--- src/rtl/alu_arbiter.sv ---
// alu_arbiter: two requesters time-share one ALU with round-robin grant.
// Only one transaction is in flight at a time. The accepted operands are
// captured into registers. The result is held for the owning requester
// until that requester takes it.
module alu_arbiter #(
  parameter int WIDTH = 32
) (
  input  logic             clk,
  input  logic             rst_n,
  input  logic             req0_valid,
  output logic             req0_ready,
  input  logic [2:0]       req0_op,
  input  logic [WIDTH-1:0] req0_a,
  input  logic [WIDTH-1:0] req0_b,
  input  logic [4:0]       req0_shamt,
  output logic             rsp0_valid,
  input  logic             rsp0_ready,
  output logic [WIDTH-1:0] rsp0_y,
  output logic             rsp0_zero,
  output logic             rsp0_err,
  input  logic             req1_valid,
  output logic             req1_ready,
  input  logic [2:0]       req1_op,
  input  logic [WIDTH-1:0] req1_a,
  input  logic [WIDTH-1:0] req1_b,
  input  logic [4:0]       req1_shamt,
  output logic             rsp1_valid,
  input  logic             rsp1_ready,
  output logic [WIDTH-1:0] rsp1_y,
  output logic             rsp1_zero,
  output logic             rsp1_err
);

  localparam logic [2:0] OP_AND = 3'b000;
  localparam logic [2:0] OP_OR  = 3'b001;
  localparam logic [2:0] OP_ADD = 3'b010;
  localparam logic [2:0] OP_SLL = 3'b100;
  localparam logic [2:0] OP_SRL = 3'b101;
  localparam logic [2:0] OP_SUB = 3'b110;
  localparam logic [2:0] OP_SLT = 3'b111;

  typedef enum logic {IDLE, RESP} state_t;

  state_t           state, state_next;
  logic             owner, last_grant;
  logic [2:0]       op_q;
  logic [WIDTH-1:0] a_q, b_q;
  logic [4:0]       shamt_q;
  logic             grant_valid, grant_id, rsp_take;
  logic [WIDTH-1:0] alu_y;
  logic             alu_err, alu_zero;

  // In IDLE pick one valid requester, alternating on a tie
  always_comb begin
    grant_valid = 1'b0;
    grant_id    = 1'b0;
    if (state == IDLE) begin
      if (req0_valid && req1_valid) begin
        grant_valid = 1'b1;
        grant_id    = ~last_grant;
      end else if (req0_valid) begin
        grant_valid = 1'b1;
        grant_id    = 1'b0;
      end else if (req1_valid) begin
        grant_valid = 1'b1;
        grant_id    = 1'b1;
      end
    end
  end

  assign req0_ready = grant_valid && !grant_id;
  assign req1_ready = grant_valid && grant_id;
  assign rsp_take   = owner ? rsp1_ready : rsp0_ready;

  // State register; reset drops any held result immediately
  always_ff @(posedge clk or negedge rst_n) begin
    if (!rst_n) state <= IDLE;
    else        state <= state_next;
  end

  // Next state: accept moves to RESP, the owner's take returns to IDLE
  always_comb begin
    state_next = state;
    case (state)
      IDLE:    if (grant_valid) state_next = RESP;
      RESP:    if (rsp_take)    state_next = IDLE;
      default: state_next = IDLE;
    endcase
  end

  // Capture the granted operands and remember who owns the transaction
  always_ff @(posedge clk or negedge rst_n) begin
    if (!rst_n) begin
      owner      <= 1'b0;
      last_grant <= 1'b1;
      op_q       <= '0;
      a_q        <= '0;
      b_q        <= '0;
      shamt_q    <= '0;
    end else if (grant_valid) begin
      owner      <= grant_id;
      last_grant <= grant_id;
      op_q       <= grant_id ? req1_op    : req0_op;
      a_q        <= grant_id ? req1_a     : req0_a;
      b_q        <= grant_id ? req1_b     : req0_b;
      shamt_q    <= grant_id ? req1_shamt : req0_shamt;
    end
  end

  // Shared ALU working only from the captured operands
  always_comb begin
    alu_y   = '0;
    alu_err = 1'b0;
    case (op_q)
      OP_ADD:  alu_y = a_q + b_q;
      OP_SUB:  alu_y = a_q - b_q;
      OP_AND:  alu_y = a_q & b_q;
      OP_OR:   alu_y = a_q | b_q;
      OP_SLT:  alu_y = {{(WIDTH-1){1'b0}}, ($signed(a_q) < $signed(b_q))};
      OP_SLL:  alu_y = b_q << shamt_q;
      OP_SRL:  alu_y = b_q >> shamt_q;
      default: alu_err = 1'b1;
    endcase
    alu_zero = (alu_y == '0);
  end

  // Outputs: only the owner sees a result in RESP, everything else is zero
  always_comb begin
    rsp0_valid = (state == RESP) && !owner;
    rsp1_valid = (state == RESP) && owner;
    rsp0_y     = rsp0_valid ? alu_y : '0;
    rsp1_y     = rsp1_valid ? alu_y : '0;
    rsp0_zero  = rsp0_valid && alu_zero;
    rsp1_zero  = rsp1_valid && alu_zero;
    rsp0_err   = rsp0_valid && alu_err;
    rsp1_err   = rsp1_valid && alu_err;
  end

endmodule

--- config.mk ---
export PLATFORM = sky130hd
export DESIGN_NAME = alu_arbiter
export DESIGN_NICKNAME = d
export VERILOG_FILES = /design/src/rtl/alu_arbiter.sv
export SDC_FILE = /design/constraint.sdc
export NUM_CORES = 1
export LEC_CHECK = 0
export CAP_MARGIN = 25
export CELL_PAD_IN_SITES_DETAIL_PLACEMENT = 1
export CELL_PAD_IN_SITES_GLOBAL_PLACEMENT = 2
export CORE_ASPECT_RATIO = 0.6
export CORE_UTILIZATION = 33
export CTS_CLUSTER_DIAMETER = 120
export CTS_CLUSTER_SIZE = 14
export DETAILED_ROUTE_END_ITERATION = 10
export PLACE_DENSITY = 0.91
export SETUP_SLACK_MARGIN = 0.5
export SYNTH_ARGS = -nofsm -noshare
export SYNTH_HDL_FRONTEND = slang
export SYNTH_SLANG_ARGS = --single-unit
--- constraint.sdc ---
create_clock -name clk -period 6.2 [get_ports clk]
set_clock_uncertainty 0.2 [all_clocks]
set_input_delay 0.62 -clock clk [delete_from_list [all_inputs] [get_ports clk]]
set_output_delay 0.62 -clock clk [all_outputs]
set_load 0.005 [all_outputs]
==> metrics.md, run 1 <==
| Metric | Value |
|---|---|
| Status | `finished with violations` |
| Failing checks | `negative hold slack` |
| Die X | `253 um` |
| Die Y | `153 um` |
| Syn Std Cell Area | `12,500 um^2` |
| Global-route wire length before repair | `108 mm` |
| DRT antenna net count | `0` |
| Worst-Margin Slew | `1170 ps` |
| Hold slack | `-14.3 ps` |
| NumNets Final | `2,229` |
| Yosys top cell by area | `dfrtp_1` |
| Fin crit period | `5610 ps` |
| Pre-antenna DRT Iters | `7` |
| Setup TNS | `0 ps` |
| Core box area | `~37,000 um^2` |
| Vias in the first global route | `15,200` |
| Drt drc | `0` |
| Total track usage | `0.383` |
| Asr flop ratio synth | `1.00` |
| Max_cap viols | `0` |
| Period Utilization, post-route | `0.905` |
| CTS tree | `built` |
| Layout cell share with drive strength beyond 1 | `0.137` |
| Met2 global-route usage | `0.486` |
| Worst Hold Class | `in -> async` |
| Largest net degree at the start of global routing | `139` |
| Crit-path slowest cell | `dfrtp_1` |
| Grt met3 use | `0.162` |
| Fmax | `178 MHz` |
| # fillers | `4,565` |
| Detailed Place HPWL | `61.1 mm` |
| Max-slew violation count | `0` |
| Syn avg cell area | `7.12 um^2` |
| Worst setup margin | `a little under 600 ps` |
| Routing usage on met1 | `0.580` |
| Clock Tree Buf Depth | `2` |
| Die area | `around 39,000 um^2` |
| WL final | `~75 mm` |
| Htree depth | `3` |
| Mapped Cells | `around 1,800` |
| Design area | `16,100 um^2` |
| PortBufs | `around 220` |
| Mapped Nets | `2,023` |
| Crit path largest cell delay | `520 ps` |
| Root Buffer | `clkbuf_16` |
| # setup viols final | `0` |
| Slew headroom | `0.210` |
| Cell variety after synth | `108` |
| Via Count | `15,800` |
| Worst path cell trace | `inv_1, ha_1, inv_2, a211oi_4, a21oi_1, a211oi_2, o221ai_1, o221a_2, nor4_4, nand2_2, a211o_1, or3_1, nor3_1, dlygate4sd2_1` |
| CTS Hold Bufs | `0` |
| Startpoint class of the critical path | `register` |
| Synth top area cells | `dfrtp_1, ha_1, nor2_1` |
| Dpl ws | `61.0 ps` |
| Cell Rows | `54` |
| Post-synth EDFFs | `0` |
| GRT busiest layer | `met1` |
| RSZ-0062 raised after global routing | `no` |
| Syn. warnings | `0` |
| Initial antenna violation count | `4` |
| Final Hold Fails | `7` |
| Register area share after synthesis | `0.150` |
| CP max FO | `7` |
| # clock sinks | `75` |
| Crit path capture type | `output port` |
| Area grow syn2layout | `28.8%` |
| Avg Vias per Cell | `6.37` |
| WL/cell | `a little over 30 um` |
| Synth top area share | `0.148` |
| # IOs | `about 220` |
| Initial core utilization | `0.340` |
| Initial drt markers | `around 1,700` |
| Arr. time, crit path | `~4800 ps` |
| Placed cell areas | `15,600 um^2` |
| Yosys reg bits | `75` |
| Largest delay share family, worst path | `compound AO/OA/AOI/OAI gates` |
| Most used flip-flop cell after synthesis | `dfrtp_1` |
| Reg clk slew, reported paths | `70 ps` |
| Gpl congestion | `just over 1` |
| CP required | `5380 ps` |
| Grt total ovfl | `0` |
| WS Path Type | `reg -> out` |
| Insertion delay to the later sink of the worst-skew pair | `380 ps` |
| Buf/Inv on CP | `3` |
| Cts bufs inserted | `9` |
==> sequential cells by signal, indices dropped and copies added (netlist names) <==
name / flops
a_q: 32
shamt_q: 5
b_q: 32
state: 1
op_q: 3
last_grant: 1
owner: 1
==> final timing paths <==
kind                                        start                      to  depth (start not counted)  slack (ps)
max                            b_q[5]$_DFFE_PN0P_               rsp1_zero                         14         590
min                                         rst_n     a_q[10]$_DFFE_PN0P_                          1         -10
max reg2reg                       state$_DFF_PN0_      b_q[7]$_DFFE_PN0P_                          5        3740
min reg2reg                last_grant$_DFFE_PN1P_  last_grant$_DFFE_PN1P_                          2         360
max in group asynchronous                   rst_n     b_q[24]$_DFFE_PN0P_                          2        4790
min in group clk           last_grant$_DFFE_PN1P_  last_grant$_DFFE_PN1P_                          2         360
==> cell type report <==
cell class	count	area (um^2)	share of cell area
Timing Repair Buffer	339	3140	0.195
Clock inverter	5	53.8	0.00334
Antenna cell	1	2.50	0.000155
Multi-Input combinational cell	1432	9760	0.606
Sequential cell	75	1890	0.117
Inverter	107	402	0.0249
Tap cell	504	631	0.0391
Clock buffer	11	233	0.0144
==> cell usage after synthesis, types with 29 or more instances <==
library cell,instances
mux2_2,29
nor2_1,260
a21oi_1,182
o21ai_0,88
nand2_1,128
clkbuf_1,81
o22ai_1,103
nor3_1,33
a211oi_1,34
mux2i_1,49
ha_1,113
dfrtp_1,74
inv_1,104
==> what timing repair did <==
| item | 4_1_cts | 5_1_grt |
|---|---|---|
| endpoints found under the setup margin | 2 | 2 |
| pin swaps | 7 | 3 |
| cloned | 0 | 0 |
| hold endpoints to repair | 0 | 0 |
| resized for setup | 35 | 14 |
| setup buffers | 5 | 2 |
==> worst reg2reg max path: cells and delay by family, from the launching register on <==
kind	cells	cell delay (ps)
AO/OA/AOI/OAI	3	990
flip-flops	1	590
buffers and inverters	2	520
==> metal layers <==
metal,vias to the layer above,share of wire
li1,6858,-
met5,-,0.00035
met2,868,0.37
met1,7941,0.48
met3,87,0.13
met4,4,0.016
==> cells in the final DEF, fill, tap and decap left out, types with 33 or more instances in the layout <==
master	count
nor2_1	258
nand2_1	128
o22ai_1	103
dfrtp_1	64
o21ai_0	85
mux2i_1	49
buf_4	111
clkdlybuf4s50_1	218
inv_1	102
ha_1	109
a21oi_1	178
nor3_1	33
==> through the flow <==
step            util  instances
3_3_place_gp   0.422       2446
3_5_place_dp   0.422       2447
6_report       0.438       2474
4_1_cts        0.435       2468
2_1_floorplan      -       1758
5_1_grt        0.438       2473
==> kinds of logic after synthesis <==
family	share of synthesized area
DFF	0.150
muxes	0.0815
AOI/OAI and AO/OA	0.336
adders and majority gates	0.116
xor gates and xnor gates	0.0161
and+or+nand+nor	0.213
buffers and inverters	0.0873
Power of run 1 is not shown: default switching activity piles up to over one toggle a cycle in this logic, so the estimate is an artifact.
==> inputs of run 2 (changes only) <==
RECOVER_POWER = 50   (was default)
==> run 2 against run 1 <==
Against the previous run: the flow finishes with violations (max-capacitance violations, max-slew violations); die area is the same; count of clock-buffer cells in the layout is the same; cell area shrank 0.15%; worst setup slack gained 0.90 ps; utilization shrank 0.065 points; hold slack gained 360 ps; sequential share of layout area is essentially flat; critical path type unchanged; largest cell class unchanged; highest routed layer unchanged.
==> metrics.md, run 2 (synthesized netlist as in run 1, its figures left out) <==
| Metric | Value |
|---|---|
| Status | `finished with violations` |
| Failing checks | `max-capacitance violations, max-slew violations` |
| WS Path Type | `reg -> out` |
| WL final | `74.9 mm` |
| Dpl ws | `61.0 ps` |
| Largest delay share family, worst path | `compound AO/OA/AOI/OAI gates` |
| Crit path depth | `15` |
| Detailed Place HPWL | `61.1 mm` |
| FF-to-FF End | `b_q[4]$_DFFE_PN0P_` |
| Vias in the first global route | `15,200` |
| Layout Cells excl Fill | `2,474` |
| WL/cell | `30.3 um` |
| Top flop regs | `a_q: 32 flops, b_q: 32 flops, shamt_q: 5 flops` |
| NumNets Final | `2,229` |
| Worst setup path endpoint | `rsp1_zero` |
| DR WL met3 | `10.1 mm` |
| Cts bufs inserted | `9` |
| Grt total ovfl | `0` |
| Worst Hold Class | `reg -> reg` |
| Core box area | `between 30,000 and 40,000 um^2` |
| Die X | `253 um` |
| RR Startpoint | `state$_DFF_PN0_` |
| Cell Rows | `54` |
| Utilization after layout | `0.437` |
| Period Utilization, post-route | `0.905` |
| Top sig layer | `met5` |
| # clock sinks | `75` |
| Die Y | `roughly 150 um` |
| PortBufs | `around 220` |
| Max-slew violation count | `about 150` |
| Global-route wire length before repair | `between 100 and 150 mm` |
| # setup viols final | `0` |
| Initial drt markers | `1,721` |
| Worst-Margin Slew | `3700 ps` |
| Avg Vias per Cell | `between 6 and 7` |
| Reg2reg path depth | `4` |
| Startpoint class of the critical path | `register` |
| Wl on met1 | `roughly 36 mm` |
| CP required | `around 5400 ps` |
| Crit path capture type | `output port` |
| Pre-antenna DRT Iters | `5` |
| Crit path largest cell delay | `approximately 500 ps` |
| Via Count | `15,800` |
| Total track usage | `0.383` |
| CP max FO | `6` |
| Worst setup margin | `588 ps` |
| Cells after DPL | `2,447` |
| Die area | `a little under 40,000 um^2` |
| R2r setup slk | `1570 ps` |
| Drt drc | `0` |
| # IOs | `~220` |
| Insertion delay to the later sink of the worst-skew pair | `380 ps` |
| Max_cap viols | `3` |
| Gpl congestion | `1.03` |
| Slew headroom | `-1.46` |
| Root Buffer | `clkbuf_16` |
| Largest net degree at the start of global routing | `139` |
| Most common cell after layout, fill and taps aside | `nor2_1` |
| Most frequent cells in the layout | `nor2_1, clkdlybuf4s50_1, a21oi_1` |
| Layout cell share with drive strength beyond 1 | `0.135` |
| Setup TNS | `0 ps` |
| RSZ-0062 raised after global routing | `no` |
| Crit-path slowest cell | `or4_4` |
| CTS tree | `built` |
| Initial core utilization | `0.340` |
| CP startpoint | `b_q[0]$_DFFE_PN0P_` |
| Fin crit period | `approximately 5600 ps` |
| Htree depth | `3` |
| Fmax | `178 MHz` |
| Area grow syn2layout | `28.6%` |
| Clock Tree Buf Depth | `2` |
| Reg clk slew, reported paths | `70 ps` |
| Worst path cell trace | `ha_1, fa_1, o21ba_1, or4_4, a21oi_1, a211oi_2, o21ai_1, a21oi_1, a2111oi_4, nand2_1, nor4_1, buf_4, nand4_2, nor3_1, dlygate4sd2_1` |
| Met2 Routed Length | `27.7 mm` |
| CTS Hold Bufs | `0` |
| Initial antenna violation count | `4` |
| DRT antenna net count | `0` |
| Hold path startpoint | `last_grant$_DFFE_PN1P_` |
| CP most frequent cell | `a21oi_1` |
| Buf/Inv on CP | `2` |
| Arr. time, crit path | `4790 ps` |
| Final Hold Fails | `0` |
## run 2: area by class of cell
class	count	area [um^2]
diodes	1	2.50
clock buffers	11	233
clock inverters	5	53.8
fillers	4569	20700
inverters	107	402
multi-input cells	1432	9750
flip-flops and latches	75	1890
well taps	504	631
repair buffers	339	3130
## run 2: worst min-delay path by stage
| stage | slack [ps] | endpoint | cells past startpoint |
|---|---|---|---|
| 4_1_cts | 0.2 | a_q[10]$_DFFE_PN0P_ | 1 |
| 3_5_place_dp | 350 | last_grant$_DFFE_PN1P_ | 2 |
| 6_report | 350 | last_grant$_DFFE_PN1P_ | 2 |
| 3_3_place_gp | 320 | owner$_DFFE_PN0P_ | 2 |
| 5_1_grt | 390 | last_grant$_DFFE_PN1P_ | 2 |
| 2_1_floorplan | 120 | a_q[0]$_DFFE_PN0P_ | 0 |
## run 2: metal layers
layer | vias up | global-route usage
li1 | 6855 | -
met1 | 7924 | 0.580
met2 | 888 | 0.486
met3 | 83 | 0.162
met4 | 4 | 0.0727
met5 | - | 0
## run 2: worst reg2reg max path, delay by kind of cell, from the launching register on
family	cells	cell delay, ps
flip-flops	1	510
AND/OR/NAND/NOR	1	590
buffers and inverters	1	2620
AO/OA/AOI/OAI	2	620
## run 2: timing repair
item                                   CTS  global route
pin swaps                                7             3
cloned                                   0             0
gates resized for setup                 35            14
setup endpoints to repair                2             2
buffers inserted                         5             2
endpoints found under the hold margin    0             0
## run 2: per-stage QoR
stage	cell area, um^2	hold WS (ps)
6_report	16100	346
5_1_grt	16100	386
2_1_floorplan	12500	124
3_5_place_dp	15600	349
3_3_place_gp	15500	323
4_1_cts	16000	0.180
Power of run 2 is left out for the same reason.
==> inputs of run 3 (changes only) <==
GPL_TIMING_DRIVEN = 0   (was default)
==> run 3 against run 2 <==
Against the previous run: the flow still finishes with violations (max-capacitance violations, max-slew violations); critical path depth shrank 2; utilization grew 2.2 points; sequential share of layout area shrank 0.45 points; first-iteration DRC count grew 14%; hold slack lost 11 ps; cell area grew 5.1%; wire length grew 15%; critical path type unchanged.
==> metrics.md, run 3 (synthesized netlist as in run 1, its figures left out) <==
| Metric | Value |
|---|---|
| CTS tree | `built` |
| NumNets Final | `2,322` |
| Pre-antenna DRT Iters | `5` |
| # fillers | `4,485` |
| Slew headroom | `-0.144` |
| # clock sinks | `75` |
| # setup viols final | `0` |
| R2r setup slk | `2890 ps` |
| Avg Vias per Cell | `6.51` |
| Die Y | `153 um` |
| Layout cell share with drive strength beyond 1 | `0.173` |
| Most frequent cells in the layout | `nor2_1, clkdlybuf4s50_1, a21oi_1` |
| Cells after DPL | `2,492` |
| Global-route wire length before repair | `118 mm` |
| Reg2reg path depth | `6` |
| FF-to-FF End | `a_q[3]$_DFFE_PN0P_` |
| Initial core utilization | `0.340` |
| CP startpoint | `op_q[2]$_DFFE_PN0P_` |
| Core box area | `roughly 37,000 um^2` |
| Htree depth | `3` |
| Crit path capture type | `output port` |
| Period Utilization, post-route | `0.955` |
| Fin crit period | `5920 ps` |
| Initial antenna violation count | `2` |
| RSZ-0062 raised after global routing | `no` |
| Initial drt markers | `slightly below 2,000` |
| Worst Hold Class | `reg -> reg` |
| Insertion delay to the later sink of the worst-skew pair | `~380 ps` |
| Layout Cells excl Fill | `2,567` |
| Detailed Place HPWL | `~69 mm` |
| WS Path Type | `reg -> out` |
| Reg clk slew, reported paths | `70 ps` |
| Max_cap viols | `1` |
| WL/cell | `33.5 um` |
| Final Hold Fails | `0` |
| Worst setup path endpoint | `rsp1_zero` |
| PortBufs | `221` |
| Die area | `about 39,000 um^2` |
| Worst-Margin Slew | `1720 ps` |
| Arr. time, crit path | `5100 ps` |
| # IOs | `222` |
| Placed cell areas | `15,500 um^2` |
| Design area | `16,900 um^2` |
| Status | `finished with violations` |
| RR Startpoint | `state$_DFF_PN0_` |
| Gpl congestion | `1.07` |
| Total track usage | `0.427` |
| CP max FO | `10` |
| Top flop regs | `a_q: 32 flops, b_q: 32 flops, shamt_q: 5 flops` |
| Setup TNS | `0 ps` |
| Largest net degree at the start of global routing | `48` |
| WL final | `85.9 mm` |
| Die X | `253 um` |
| Fmax | `169 MHz` |
| DRT antenna net count | `0` |
| Cts bufs inserted | `9` |
| Hold Crit Depth | `2` |
| Clock Tree Buf Depth | `2` |
| Most common cell after layout, fill and taps aside | `nor2_1` |
| Drt drc | `0` |
| Root Buffer | `clkbuf_16` |
| Vias in the first global route | `~16,000` |
| Failing checks | `max-capacitance violations, max-slew violations` |
| Startpoint class of the critical path | `register` |
| CP required | `5380 ps` |
| Via Count | `16,700` |
| Max-slew violation count | `29` |
| Cell Rows | `54` |
| Grt total ovfl | `0` |
| Area grow syn2layout | `35.1%` |
-- run 3: worst min-delay path by stage --
stage | slack [ps] | start | to
after floorplan | 120 | rst_n | a_q[0]$_DFFE_PN0P_
after global placement | 310 | last_grant$_DFFE_PN1P_ | last_grant$_DFFE_PN1P_
after detailed placement | 330 | last_grant$_DFFE_PN1P_ | last_grant$_DFFE_PN1P_
after CTS | 340 | last_grant$_DFFE_PN1P_ | last_grant$_DFFE_PN1P_
after global routing | 390 | last_grant$_DFFE_PN1P_ | last_grant$_DFFE_PN1P_
final | 330 | last_grant$_DFFE_PN1P_ | last_grant$_DFFE_PN1P_
-- run 3: critical path, cell delays in order, from the launching register on --
cell,delay [ps]
dfrtp_1,500
buf_2,280
inv_1,100
buf_1,760
clkbuf_2,570
o311ai_0,270
o21ai_1,160
xnor2_1,160
a221oi_2,350
nand4_1,310
nor4_2,400
nand4_2,180
nor3_2,140
clkdlybuf4s50_1,530
-- run 3: timing repair --
action / in CTS / in global routing
hold endpoints to repair: 28 / 0
pin swaps: 15 / 26
resized for setup: 113 / 96
setup endpoints to repair: 26 / 2
hold buffers: 1 / 0
buffers inserted: 23 / 34
cloned: 0 / 0
-- run 3: per-stage QoR --
step	setup WS, ps	util	hold WS, ps
floorplan	1900	-	124
global placement	-638	0.417	307
detailed placement	-738	0.420	332
CTS	501	0.445	342
global route	403	0.459	394
finish	280	0.459	335
-- run 3: area by class of cell --
cell class	count	area [um^2]	area share
diodes	1	2.50	0.000148
multi-input cells	1432	10100	0.596
well taps	504	631	0.0373
clock inverters	6	88.8	0.00525
inverters	107	424	0.0251
flip-flops and latches	75	1910	0.113
plain buffers	144	773	0.0457
clock buffers	10	239	0.0141
repair buffers	288	2760	0.163
-- run 3: routing by layer --
metal  vias up  track usage  wire length (um)
met5         -       0.0124                83
li1       7030            -                 -
met2      1102        0.574             33300
met4         4        0.128              2700
met3       167        0.185             12600
met1      8413        0.601             37300
Power of run 3 is left out for the same reason.
==> variant 1, RTL diff (flow settings as in run 3) <==
Make the reset (`rst_n`) synchronous in 2 clocked blocks.
--- a/src/rtl/alu_arbiter.sv
+++ b/src/rtl/alu_arbiter.sv
@@ -75,3 +75,3 @@
   // State register; reset drops any held result immediately
-  always_ff @(posedge clk or negedge rst_n) begin
+  always_ff @(posedge clk) begin
     if (!rst_n) state <= IDLE;
@@ -91,3 +91,3 @@
   // Capture the granted operands and remember who owns the transaction
-  always_ff @(posedge clk or negedge rst_n) begin
+  always_ff @(posedge clk) begin
     if (!rst_n) begin
Function: differs if rst_n is asserted again (counterexample within 4 cycles, from zero or initial values and one cycle with rst_n low); with rst_n held inactive, the same outputs for 4 cycles.
==> variant 1 against run 3 <==
- core utilization shrank 1.2 points
- area after synthesis increased by 12%
- worst setup slack better by 0.091 ns
- count of clock-buffer cells in the layout down 1
- non-clock buffer count rose by 3
- design area up 11%
- routed wire length is 22% higher
- sequential cell count stayed put
- largest cell class unchanged
Power is left out: it rests on default switching activity, and per cell area and clock period it moved more than threefold.
==> variant 1: results <==
metrics = {
    "worst_hold_path": {
        "hold_path_class": "reg2reg",
        "hold_depth": 2,
        "whs_endpoint": "last_grant",
        "min_from": "last_grant",
    },
    "synthesis": {
        "seq_area_frac_synth": 0.1071,
        "synthAdderAreaFrac": 0.1037,
        "synth.area.top_cells": "dfxtp_1, ha_1, mux4_2",
        "async_flop_share": 0,
        "syn_nets": 2240,
        "synth-xor-area-share": 0.01250,
        "synth_mux_area_frac": 0.1601,
        "synth_cell_type_count": 91,
        "synth_common_cells": "nor2_1, a21oi_1, nand2_1",
        "ys_warn_count": 0,
        "synth_compound_area_frac": 0.2864,
    },
    "outcome": {
        "outcome": "finished, final reports clean",
    },
    "final_layout": {
        "drive_gt1_frac": 0.1924,
        "fillCellCount": 5157,
        "layout.nets": 2510,
    },
    "job": {
        "cap_viol_max_count": 0,
    },
    "clock_tree": {
        "h-tree-depth": 3,
        "clockBufferDepth": 2,
        "ctsRootBufferMaster": "clkbuf_16",
    },
    "detailed_routing": {
        "dr.pass1.iters": 6,
        "vias": 19370,
        "wl_per_cell_um": 37.28,
        "drtIter0Drc": 2897,
    },
    "worst_setup_path": {
        "worst_r2r_endpoint": "a_q[29]",
        "r2r_start": "state",
        "reg2reg_depth": 6,
        "max_stage_delay_ns": 0.75,
        "crit_path_top_delay_cell": "dfxtp_1",
        "reg2reg_slack_ns": 3.29,
        "cp.arrival_ns": 5.01,
        "crit_fanout": 7,
    },
    "grt": {
        "grt_pass1_vias": 18100,
        "grtUsageTotal": 0.4688,
        "grt_start_max_net_pins": 18,
        "antenna_found_initial": 7,
        "grt_pass1_wl_um": 141900,
    },
    "placement": {
        "place_congestion": 1.140,
        "dp_hpwl_um": 86030,
        "port_buffers": 220,
    },
    "timing": {
        "maxSlewHeadroom": 0.2035,
    },
}
==> variant 1: cell types whose count changed in the layout (fill, tap and decap cells not counted), moves of 19 or more <==
cell | run 3 | this run
and2_0 | 0 | 56
buf_2 | 20 | 39
dfrtp_1 | 46 | 0
dfrtp_2 | 28 | 0
dfxtp_1 | 0 | 51
mux2i_1 | 42 | 72
mux4_2 | 9 | 47
nand2_1 | 127 | 156
==> variant 1: cells by family (layout without fill, tap and decap cells) <==
group,after synthesis,in the layout
multiplexers,160,160
AND/OR/NAND/NOR,710,710
AO/OA/AOI/OAI,611,611
flip-flops,75,75
XOR/XNOR,20,20
adder cells (fa/ha/maj),115,115
buffers and inverters,284,559
other,0,4
==> variant 1: timing repair <==
item	4_1_cts	5_1_grt
setup buffers	12	19
hold buffers	0	0
pin swaps	10	23
resized for setup	191	151
endpoints found under the setup margin	43	4
==> variant 1: how the worst max path moves through the flow <==
stage | from | to | slack [ns] | depth (start not counted)
after global placement | b_q[17] | rsp0_zero | -0.86 | 15
after global routing | shamt_q[1] | rsp0_zero | 0.44 | 14
after floorplan | b_q[11] | rsp0_zero | 2.09 | 14
after detailed placement | b_q[17] | rsp0_zero | -0.83 | 15
final | b_q[31] | rsp0_zero | 0.37 | 13
after CTS | b_q[15] | rsp0_zero | 0.50 | 15
==> variant 1: per-stage QoR <==
step                      hold WS, ns  std cells  area, um^2  worst slack (ns)  TNS, ns
after floorplan                0.2617       1975       14020             2.091        0
after global placement         0.2801       2765       16930           -0.8588   -2.256
after detailed placement       0.3142       2773       17000           -0.8263   -1.805
after CTS                      0.3284       2801       18080            0.5010        0
after global routing           0.3828       2820       18720            0.4396        0
final                          0.3589       2824       18730            0.3710        0
==> variant 1: final cells by class <==
cell class / count / area share
multi-input combinational: 1616 / 0.6516
antenna: 4 / 0.0005344
inverter: 108 / 0.02285
clock inverter: 7 / 0.004542
sequential: 75 / 0.08323
tap: 570 / 0.03808
timing repair buffer: 259 / 0.1331
buffer: 176 / 0.05404
clock buffer: 9 / 0.01202
==> variant 1: worst max-delay path, delay by kind of cell, from the launching register on <==
family / cells / cell delay, ns
flops: 1 / 0.75
fa+ha+maj: 1 / 0.57
compound gates: 5 / 1.42
buf+inv: 3 / 1.11
simple gates: 4 / 0.79
==> variant 1: metal layers <==
metal / track usage / part of all wire / wire (um)
met5: 0.01014 / 0.0021 / 224
met4: 0.1639 / 0.044 / 4636
met3: 0.2521 / 0.18 / 18610
met2: 0.6016 / 0.37 / 38460
met1: 0.6441 / 0.41 / 43340
==> variant 2, RTL diff (config.mk and constraints of run 3) <==
Made on the original files. `WIDTH`: 32 -> 16.
--- a/src/rtl/alu_arbiter.sv
+++ b/src/rtl/alu_arbiter.sv
@@ -5,3 +5,3 @@
 module alu_arbiter #(
-  parameter int WIDTH = 32
+  parameter int WIDTH = 16
 ) (
Interface: changed (6 resized); port bits go from 222 to 126. The function was not compared with the original's and may differ.
==> variant 2 against run 3 <==
- the run ends with DRC, capacitance limit, slew limit left
- routed wire length fell by 65%
- first-iteration DRC count fell by 60%
- non-clock buffer count fell by 238
- sequential cell count fell by 32
- worst setup slack improved by 0.54 ns
- design area fell by 53%
- area after synthesis fell by 50%
- count of clock-buffer cells in the layout fell by 5
- largest cell class unchanged
==> variant 2: results <==
metrics = {
    "timing": {
        "tightest_slew_ns": 1.956,
        "slew_violations": 37,
    },
    "detailed_routing": {
        "drtIter0Drc": 787,
        "vias": 7347,
        "detail_route.vias_per_cell": 6.169,
        "route.detailed.drc": 12,
        "dr.pass1.iters": 8,
    },
    "worst_setup_path": {
        "max_stage_delay_ns": 0.66,
        "critical-path-top-delay-family": "compound AO/OA/AOI/OAI gates",
        "crit_fanout": 9,
        "worst_r2r_endpoint": "a_q[15]",
        "reg2reg_depth": 4,
        "reg2reg_slack_ns": 3.84,
    },
    "outcome": {
        "outcome": "complete, but fails checks",
        "violations": "DRC, capacitance limit, slew limit",
    },
    "job": {
        "cap_viol_max_count": 1,
    },
    "final_layout": {
        "layout.nets": 1095,
        "reg_top3": "a_q (16), b_q (16), shamt_q (5)",
        "drive_gt1_frac": 0.08202,
    },
    "placement": {
        "place_congestion": 1.020,
        "dp.cells": 1180,
        "placed_cell_area_um2": 7796,
        "port_buffers": 125,
    },
    "synthesis": {
        "seq_area_frac_synth": 0.1731,
        "avgSynthCellArea_um2": 7.656,
        "synth.area.top_cells": "dfrtp_1, ha_1, nor2_1",
        "syn_nets": 958,
    },
    "grt": {
        "antenna_found_initial": 0,
        "grt_pass1_wl_um": 45460,
        "grt_start_max_net_pins": 37,
    },
    "clock_tree": {
        "insertion_delay_ns": 0.30,
        "h-tree-depth": 2,
        "cts_made_buffers": 5,
    },
}
[variant 2: changes by cell type in the layout (fill, tap and decap cells not counted), sizes merged, moves of 18 or more]
| cell | delta |
|---|---|
| nor2 | -136 |
| a21oi | -104 |
| clkdlybuf4s50 | -96 |
| nand2 | -96 |
| buf | -78 |
| o21ai | -70 |
| clkbuf | -67 |
| o22ai | -59 |
| ha | -56 |
| inv | -46 |
| dfrtp | -32 |
| mux2 | -26 |
| o211ai | -18 |
[variant 2: how the worst max path moves through the flow]
stage	start	to	slack (ns)	depth (start not counted)
after floorplan	b_q[0]	rsp0_zero	2.37	11
after global placement	b_q[7]	rsp1_zero	0.79	13
after detailed placement	b_q[7]	rsp0_zero	0.81	13
after CTS	b_q[9]	rsp0_zero	0.56	12
after global routing	b_q[7]	rsp1_zero	0.54	13
final	b_q[3]	rsp0_zero	0.82	13
[variant 2: final cells by class]
type,count,area [um^2]
clock buffer,5,125.1
inverter,56,210.2
multi-input combinational,650,4653
sequential,43,1082
clock inverter,3,47.55
fill,2275,10250
buffer,64,311.5
timing repair buffer,130,1277
tap,240,300.3
[variant 2: timing repair]
action / 4_1_cts / 5_1_grt
hold buffers: 1 / 0
pin swaps: 0 / 1
endpoints found under the setup margin: 2 / 2
gates resized for setup: 1 / 9
endpoints found under the hold margin: 7 / 0
buffers inserted: 0 / 2
[variant 2: where the power goes]
part	switching, mW	internal, mW
clock	0.124	0.192
sequential	0.341	0.424
combinational	2.88	1.71
[variant 2: kinds of logic after synthesis]
| family | share of synthesized area |
|---|---|
| AOI/OAI and AO/OA | 0.2969 |
| and+or+nand+nor | 0.1938 |
| buffers and inverters | 0.08382 |
| adders and majority gates | 0.1210 |
| muxes | 0.1216 |
| DFF | 0.1731 |
| xor gates and xnor gates | 0.009849 |
[variant 2: metrics by stage]
step	utilization	setup slack [ns]	hold slack (ns)
after floorplan	-	2.373	0.1244
after global placement	0.4259	0.7933	0.3034
after detailed placement	0.4270	0.8087	0.2821
after CTS	0.4370	0.5559	0.3250
after global routing	0.4386	0.5385	0.3405
final	0.4386	0.8223	0.3211
[variant 2: worst register-to-register path, stage by stage (launching register included)]
cell and delay [ns]:
dfrtp_1 0.47, nor2_1 0.30, clkbuf_1 0.46, clkbuf_1 0.58, o22ai_1 0.20
[variant 2: routing by layer]
layer  routed length, um  share of wire  track usage
met1               15200           0.50       0.4963
met2               11580           0.38       0.4242
met3                3266           0.11      0.09001
met4                 351          0.012      0.04742
met5                   0              0            0
